File: src/rtl/fetch_stage.sv
// Instruction fetch stage: owns the PC, fetches one word at a time, and follows branch-unit redirects or traps.
// Optional build macro FETCH_STAGE_MISALIGN_TRAP_EN: trap (cause 2) on a misaligned redirect instead of aligning it.
module fetch_stage #(
  parameter logic [31:0] RESET_PC = 32'h0000_0000
) (
  input  logic        clock,
  input  logic        clear_n,
  input  logic        redirect_valid,
  input  logic [31:0] redirect_pc,
  input  logic        redirect_error,
  output logic        mem_req_valid,
  input  logic        mem_req_ready,
  output logic [31:0] mem_req_addr,
  input  logic        mem_rsp_valid,
  input  logic [31:0] mem_rsp_data,
  output logic        instr_valid,
  input  logic        instr_ready,
  output logic [31:0] instr_data,
  output logic [31:0] instr_pc,
  output logic        trap,
  output logic [1:0]  trap_cause,
  output logic [31:0] trap_pc,
  input  logic        trap_clear
);

  typedef enum logic [2:0] {
    S_REQ,
    S_WAIT_RSP,
    S_HOLD,
    S_WAIT_NEXT,
    S_TRAP
  } state_t;

  state_t      r_state;
  logic [31:0] r_pc;
  logic        r_req_valid;
  logic        r_instr_valid;
  logic [31:0] r_instr_data;
  logic [31:0] r_instr_pc;
  logic        r_trap;
  logic [1:0]  r_trap_cause;
  logic [31:0] r_trap_pc;

  logic        w_misaligned;
  logic [31:0] w_next_pc;

`ifdef FETCH_STAGE_MISALIGN_TRAP_EN
  assign w_misaligned = (redirect_pc[1:0] != 2'b00);
  assign w_next_pc    = redirect_pc;
`else
  assign w_misaligned = 1'b0;
  assign w_next_pc    = redirect_pc & ~32'h0000_0003;
`endif

  always_ff @(posedge clock) begin
    if (!clear_n) begin
      r_state       <= S_REQ;
      r_pc          <= RESET_PC;
      r_req_valid   <= 1'b0;
      r_instr_valid <= 1'b0;
      r_instr_data  <= '0;
      r_instr_pc    <= '0;
      r_trap        <= 1'b0;
      r_trap_cause  <= '0;
      r_trap_pc     <= '0;
    end else begin
      case (r_state)
        // Request valid comes up one cycle after reset; other REQ entries raise it directly.
        S_REQ: begin
          if (r_req_valid && mem_req_ready) begin
            r_req_valid <= 1'b0;
            r_state     <= S_WAIT_RSP;
          end else begin
            r_req_valid <= 1'b1;
          end
        end
        S_WAIT_RSP: begin
          if (mem_rsp_valid) begin
            r_instr_data  <= mem_rsp_data;
            r_instr_pc    <= r_pc;
            r_instr_valid <= 1'b1;
            r_state       <= S_HOLD;
          end
        end
        S_HOLD: begin
          if (instr_ready) begin
            r_instr_valid <= 1'b0;
            r_state       <= S_WAIT_NEXT;
          end
        end
        S_WAIT_NEXT: begin
          if (redirect_valid) begin
            if (redirect_error) begin
              r_trap       <= 1'b1;
              r_trap_cause <= 2'd1;
              r_trap_pc    <= r_pc;
              r_state      <= S_TRAP;
            end else if (w_misaligned) begin
              r_trap       <= 1'b1;
              r_trap_cause <= 2'd2;
              r_trap_pc    <= redirect_pc;
              r_state      <= S_TRAP;
            end else begin
              r_pc        <= w_next_pc;
              r_req_valid <= 1'b1;
              r_state     <= S_REQ;
            end
          end
        end
        S_TRAP: begin
          if (trap_clear) begin
            r_pc         <= RESET_PC;
            r_trap       <= 1'b0;
            r_trap_cause <= '0;
            r_trap_pc    <= '0;
            r_req_valid  <= 1'b1;
            r_state      <= S_REQ;
          end
        end
        default: begin
          r_state     <= S_REQ;
          r_req_valid <= 1'b0;
        end
      endcase
    end
  end

  assign mem_req_valid = r_req_valid;
  assign mem_req_addr  = r_pc;
  assign instr_valid   = r_instr_valid;
  assign instr_data    = r_instr_data;
  assign instr_pc      = r_instr_pc;
  assign trap          = r_trap;
  assign trap_cause    = r_trap_cause;
  assign trap_pc       = r_trap_pc;

endmodule
File: config.mk
export PLATFORM = sky130hd
export DESIGN_NAME = fetch_stage
export DESIGN_NICKNAME = d
export VERILOG_FILES = /design/src/rtl/fetch_stage.sv
export SDC_FILE = /design/constraint.sdc
export NUM_CORES = 1
export LEC_CHECK = 0
export ABC_CLOCK_PERIOD_IN_PS = 2000
export CAP_MARGIN = 0
export CORE_ASPECT_RATIO = 1.25
export CORE_MARGIN = 8
export CORE_UTILIZATION = 23
export CTS_BUF_LIST = sky130_fd_sc_hd__clkbuf_4 sky130_fd_sc_hd__clkbuf_8 sky130_fd_sc_hd__clkbuf_16
export DETAILED_ROUTE_END_ITERATION = 10
export GPL_TIMING_DRIVEN = 0
export PLACE_DENSITY_LB_ADDON = 0.15
export SLEW_MARGIN = 15
export SYNTH_ARGS = -nofsm -noshare
export SYNTH_HDL_FRONTEND = slang
export SYNTH_SLANG_ARGS = --single-unit
File: constraint.sdc
create_clock -name clock -period 2 [get_ports clock]
set_input_delay 0.3 -clock clock [delete_from_list [all_inputs] [get_ports clock]]
set_output_delay 0.3 -clock clock [all_outputs]
set_load 0.02 [all_outputs]
==> flow_metrics.env <==
export IMPL_path_cells="buf_4, clkdlybuf4s50_1"
export IMPL_drv_cap=0
export IMPL_dr_max_layer_used="met4"
export IMPL_htreeDepth=4
export IMPL_numCtsBuffers=17
export IMPL_final_cell_area_mm2=0.00829
export IMPL_path_buf_inv=2
export IMPL_via_count=4564
export IMPL_portBuffers=194
export IMPL_netlist_area_mm2=0.00536
export IMPL_status="completed"
export IMPL_num_antenna_cells=0
export IMPL_grt_pass1_wl_um=28800
export IMPL_final_common_cell="clkdlybuf4s50_1"
export IMPL_hold_viol=0
export IMPL_die_w_um=153
export IMPL_floorplan_die_area_mm2=0.0285
export IMPL_final_cell_mix="clkdlybuf4s50_1 (194), nand2_1 (188), dfxtp_1 (128), a21boi_1 (64)"
export IMPL_rows=62
export IMPL_start_util_pct=23.4
export IMPL_place_area_mm2=0.00769
export IMPL_path_max_fanout=3
export IMPL_leakage_nw=3.20
export IMPL_clock_root_buffer="clkbuf_16"
export IMPL_drv_slew=0
export IMPL_relSlewSlack_pct=61.2
export IMPL_cp_end_kind="primary output"
export IMPL_cp_slowest_cell="clkdlybuf4s50_1"
export IMPL_yosys_area_share_simple_pct=22.6
export IMPL_drive_above_1_share_pct=11.4
export IMPL_drtIter0Drc=180
export IMPL_syn_instance_count=578
export IMPL_hpwl_um=13700
export IMPL_path_clk_slew_ns=0.05
export IMPL_syn_avg_cell_area_um2=9.28
export IMPL_synth_xor_area_share_pct=0
export IMPL_timing_fmax_mhz=561
export IMPL_setup_slack_ns=0.219
export IMPL_overflow=0
export IMPL_rsz0062_at_grt="false"
export IMPL_grt_pass1_vias=4800
export IMPL_clk_latency_ns=0.41
export IMPL_cts_sinks=128
export IMPL_cts_buffer_depth=2
export IMPL_final_util_pct=36.1
export IMPL_ys_seq_elements=128
export IMPL_wirelength_met1_um=7910
export IMPL_synth_distinct_cells=30
export IMPL_drc=0
export IMPL_seq_area_frac_synth_pct=47.8
export IMPL_drtPass1Iterations=4
export IMPL_nets=869
export IMPL_fin_tns_setup_ns=0
export IMPL_area_growth_pct=54.5
export IMPL_routed_wl_met3_um=1340
export IMPL_wl_um=18400
export IMPL_finalSetupViolations=0
export IMPL_fill_cells=2370
export IMPL_core_area_mm2=0.0230
export IMPL_cp_top_family="buffers and inverters"
export IMPL_final_cells=1095
export IMPL_wl_per_cell_um=16.8
export IMPL_vdd_drop_max_uv=567
export IMPL_finalCritPeriodShare_pct=89.1
export IMPL_viasPerCell=4.17
export IMPL_dr_wl_met2_um=8930
export IMPL_synth_compound_area_share_pct=9.45
export IMPL_synth_adder_area_share_pct=0
export IMPL_synthMuxAreaShare_pct=14.3
export IMPL_max_stage_delay_ns=0.59
export IMPL_critical_path_class="register to primary output"
export IMPL_tightest_slew_ns=0.581
export IMPL_die_y_um=187
export IMPL_power_density_mw_per_mm2=755
export IMPL_dpl_cell_count=1066
export IMPL_place_ws_ns=-0.192
export IMPL_grt_util_all_layers_pct=13.0
export IMPL_cts_tree="built"
export IMPL_pin_count=205
export IMPL_synth_top_family_by_area="simple AND/OR/NAND/NOR gates"
export IMPL_critPathLaunchType="register"
export IMPL_crit_required_ns=1.70
export IMPL_cts_hold_buf=0
export IMPL_antenna_found_initial=0
export IMPL_r2r_slack_ns=0.27
export IMPL_grt_max_degree=17
export IMPL_period_needed_ns=1.78
export IMPL_hold_path_class="primary input to register"
export IMPL_crit_arrival_ns=1.48
export IMPL_fin_skew_ns=0.00756
export IMPL_drt_antenna_violating_nets=0
export IMPL_whs_ns=0.415
export IMPL_total_power_mw=6.26
export IMPL_yosys_warnings=0
export IMPL_place_congestion=0.722
## cells by family (layout without fill, tap and decap cells)
group                  count (synthesis)  count (layout)
other                                  1               7
buffers and inverters                 56             279
flip-flops                           128             128
AO/OA/AOI/OAI                         68              68
AND/OR/NAND/NOR                      264             264
multiplexers                          61              61
## where the power goes
part	leakage, nW	internal [mW]	switching (mW)
logic	1.87	0.241	0.217
clock network	0.295	2.08	1.13
registers	1.03	2.58	0.0155
total	3.19	4.90	1.36
## worst paths after layout
path / from / to / cells past startpoint
min reg2reg: instr_data[22] / instr_data[22] / 2
max reg2reg: r_state[2] / trap_pc[8] / 5
min: clear_n / trap_pc[2] / 3
max: trap_cause[0] / trap_cause[0] / 2
## routing by layer
metal | vias to the layer above | track usage, %
met5 | - | 0
met4 | 0 | 4.00
met3 | 10 | 5.25
met2 | 127 | 22.0
met1 | 2101 | 14.8
li1 | 2326 | -
## what timing repair did
action / CTS / global route
setup buffers: 0 / 0
setup endpoints to repair: 0 / 4
gates resized for setup: 0 / 2
## layout make-up
class | instances | area (µm²) | share of cell area (%)
clock inverter | 6 | 108 | 1.30
buffer | 55 | 308 | 3.71
clock buffer | 23 | 489 | 5.90
timing repair buffer | 194 | 1940 | 23.4
sequential | 128 | 2560 | 30.9
inverter | 1 | 3.75 | 0.0453
multi-input combinational | 400 | 2510 | 30.3
tap | 288 | 360 | 4.35
## synth_stat cells, drive strengths merged
cell,number,area (µm²)
nand3,1,5.00
mux2,30,443
mux2i,30,300
or3b,1,8.76
buf,32,220
nor4,3,18.8
mux4,1,22.5
o31ai,1,7.51
and4b,1,10.0
nor3b,1,7.51
nor3,1,5.00
conb,1,3.75
nand3b,1,7.51
nand4bb,2,38.8
nand2,188,706
a311oi,1,8.76
dfxtp,128,2560
nor4bb,2,20.0
nor2,3,11.3
and3,30,188
o21ai,2,10.0
inv,1,3.75
clkbuf,23,86.3
and2,30,188
a21boi,64,480
## state kept, by name, summed over array words and instances, names as in the netlist
| name | flops |
|---|---|
| instr_data | 32 |
| instr_pc | 30 |
| mem_req_addr | 30 |
| trap_pc | 30 |
| r_state | 3 |
| instr_valid | 1 |
| mem_req_valid | 1 |
| trap_cause | 1 |
## worst min-delay path, cell delays in order
cell and delay [ns]:
buf_2 0.20, and3_1 0.18, mux2_1 0.11
(Power assumes the default switching activity.)
==> patch: new RTL, same flow settings <==
Add a define of `FETCH_STAGE_MISALIGN_TRAP_EN`.
--- a/src/rtl/fetch_stage.sv
+++ b/src/rtl/fetch_stage.sv
@@ -1,4 +1,6 @@
 // Instruction fetch stage: owns the PC, fetches one word at a time, and follows branch-unit redirects or traps.
 // Optional build macro FETCH_STAGE_MISALIGN_TRAP_EN: trap (cause 2) on a misaligned redirect instead of aligning it.
+`define FETCH_STAGE_MISALIGN_TRAP_EN
+
 module fetch_stage #(
   parameter logic [31:0] RESET_PC = 32'h0000_0000
Check against the original RTL: not equivalent (a bounded check fails within 10 cycles, from zero or initial values).
==> patch against the unedited design <==
- clock skew is essentially flat
- register-to-register slack worse by 0.20 ns
- worst hold slack got worse by 0.043 ns
- cell area grew 1.9%
- wire length up 10%
- synthesized area fell by 0.26%
- sequential cell count increased by 8
- sequential share of layout area grew 1.3 points
- worst setup slack got worse by 0.14 ns
- non-clock buffer count grew 6
Power is not compared: it rests on default switching activity, and its combinational part moved more than twofold at a synthesized area within 25%.
==> patch: results (changes against the unedited design) <==
| Metric | Value |
|---|---|
| Fin Clk Skew | `0.00765 ns (+0.0000981 ns)` |
| Placed cells | `1,103 (+3.5%)` |
| Placer Congestion | `0.718 (-0.46%)` |
| Slew @ Worst Pin | `0.813 ns (+0.231 ns)` |
| Met2 Resource Use GR | `0.237 (+0.0166)` |
| Reg2Reg Setup Slack | `0.07 ns (-0.20 ns)` |
| Sequential area share after synthesis | `0.509 (+0.0312)` |
| Outcome | `completed` |
| Placed Area | `7730 um^2 (+0.57%)` |
| Cell with the most instances after synthesis | `nand2_1` |
| Met3 wire length | `1.11 mm (-18%)` |
| 1st-iter DRT viols | `222 (+23%)` |
| Critical path fanouts, max | `10 (+7)` |
| Synth area leaders | `dfxtp_1, nand2_1, mux2i_1` |
| HPWL Detailed | `15.0 mm (+9.4%)` |
| Hold WS | `0.373 ns (-0.0428 ns)` |
| Crit path largest cell delay | `0.38 ns (-0.21 ns)` |
| Vias | `4,988 (+9.3%)` |
| Post-synthesis cell type count | `31 (+3.3%)` |
| First-pass GRT wire length | `31.1 mm (+7.8%)` |
| Min-Delay Path Class | `in -> reg` |
| Drt wl/cell | `17.9 um (+6.4%)` |
| Xor/xnor share of the synthesized area | `0.00164 (+0.00164)` |
| Top FF cell, synth | `dfxtp_1` |
| Number of vias per cell | `4.39 (+5.3%)` |
| CTS Buffer Depth | `2 (unchanged)` |
| Routing usage on met1 | `0.170 (+0.0226)` |
| Vias in the first global route | `5,140 (+7.1%)` |
| M3 GR Usage | `0.0458 (-0.00670)` |
| Routed wl met2 | `9.58 mm (+7.2%)` |
| Antenna cell count | `0 (unchanged)` |
| Initial antenna violation count | `0 (unchanged)` |
| Top cells by count, synth | `nand2_1, dfxtp_1, a21oi_1` |
| DP Worst Slack | `-0.248 ns (-0.0568 ns)` |
| Layout cells sized above 1 | `0.0731 (-0.0409)` |
| WL met1 | `9.40 mm (+19%)` |
| Post-layout net count | `908 (+4.5%)` |
| Max Clock Freq | `519 MHz (-7.5%)` |
| Filler cell count | `2,368 (-0.084%)` |
| Synth Area in Compound Gates | `0.134 (+0.0398)` |
| CP arrival | `2.27 ns (+0.79 ns)` |
| Critical path's slowest cell | `or3b_1` |
| Port Buffers | `202 (+4.1%)` |
| H-Tree Depth | `4 (unchanged)` |
| Mux contribution to synthesized area | `0.118 (-0.0249)` |
| Synth Area per Inst | `8.73 um^2 (-6.0%)` |
| Total global-route track usage | `0.142 (+0.0114)` |
==> patch: timing repair <==
| item | in CTS | in global routing |
|---|---|---|
| setup endpoints to repair | 0 | 116 |
| hold buffers | 0 | 0 |
| gates resized for setup | 0 | 5 |
| setup buffers | 0 | 2 |
==> patch: final timing paths <==
check	startpoint	endpoint	cells after the start
worst min register to register	instr_data[26]	instr_data[26]	2
worst max register to register	r_state[1]	mem_req_addr[0]	8
worst min-delay path	redirect_error	trap_pc[31]	3
worst max-delay path	r_state[1]	mem_req_addr[0]	8
==> patch: cell type report <==
| type | count | area, um^2 | share of cell area |
|---|---|---|---|
| sequential | 136 | 2720 | 0.322 |
| buffer | 51 | 268 | 0.0317 |
| clock buffer | 20 | 460 | 0.0545 |
| inverter | 2 | 7.51 | 0.000889 |
| timing repair buffer | 204 | 2040 | 0.241 |
| multi-input combinational | 424 | 2370 | 0.281 |
| clock inverter | 11 | 219 | 0.0259 |
| tap | 288 | 360 | 0.0427 |
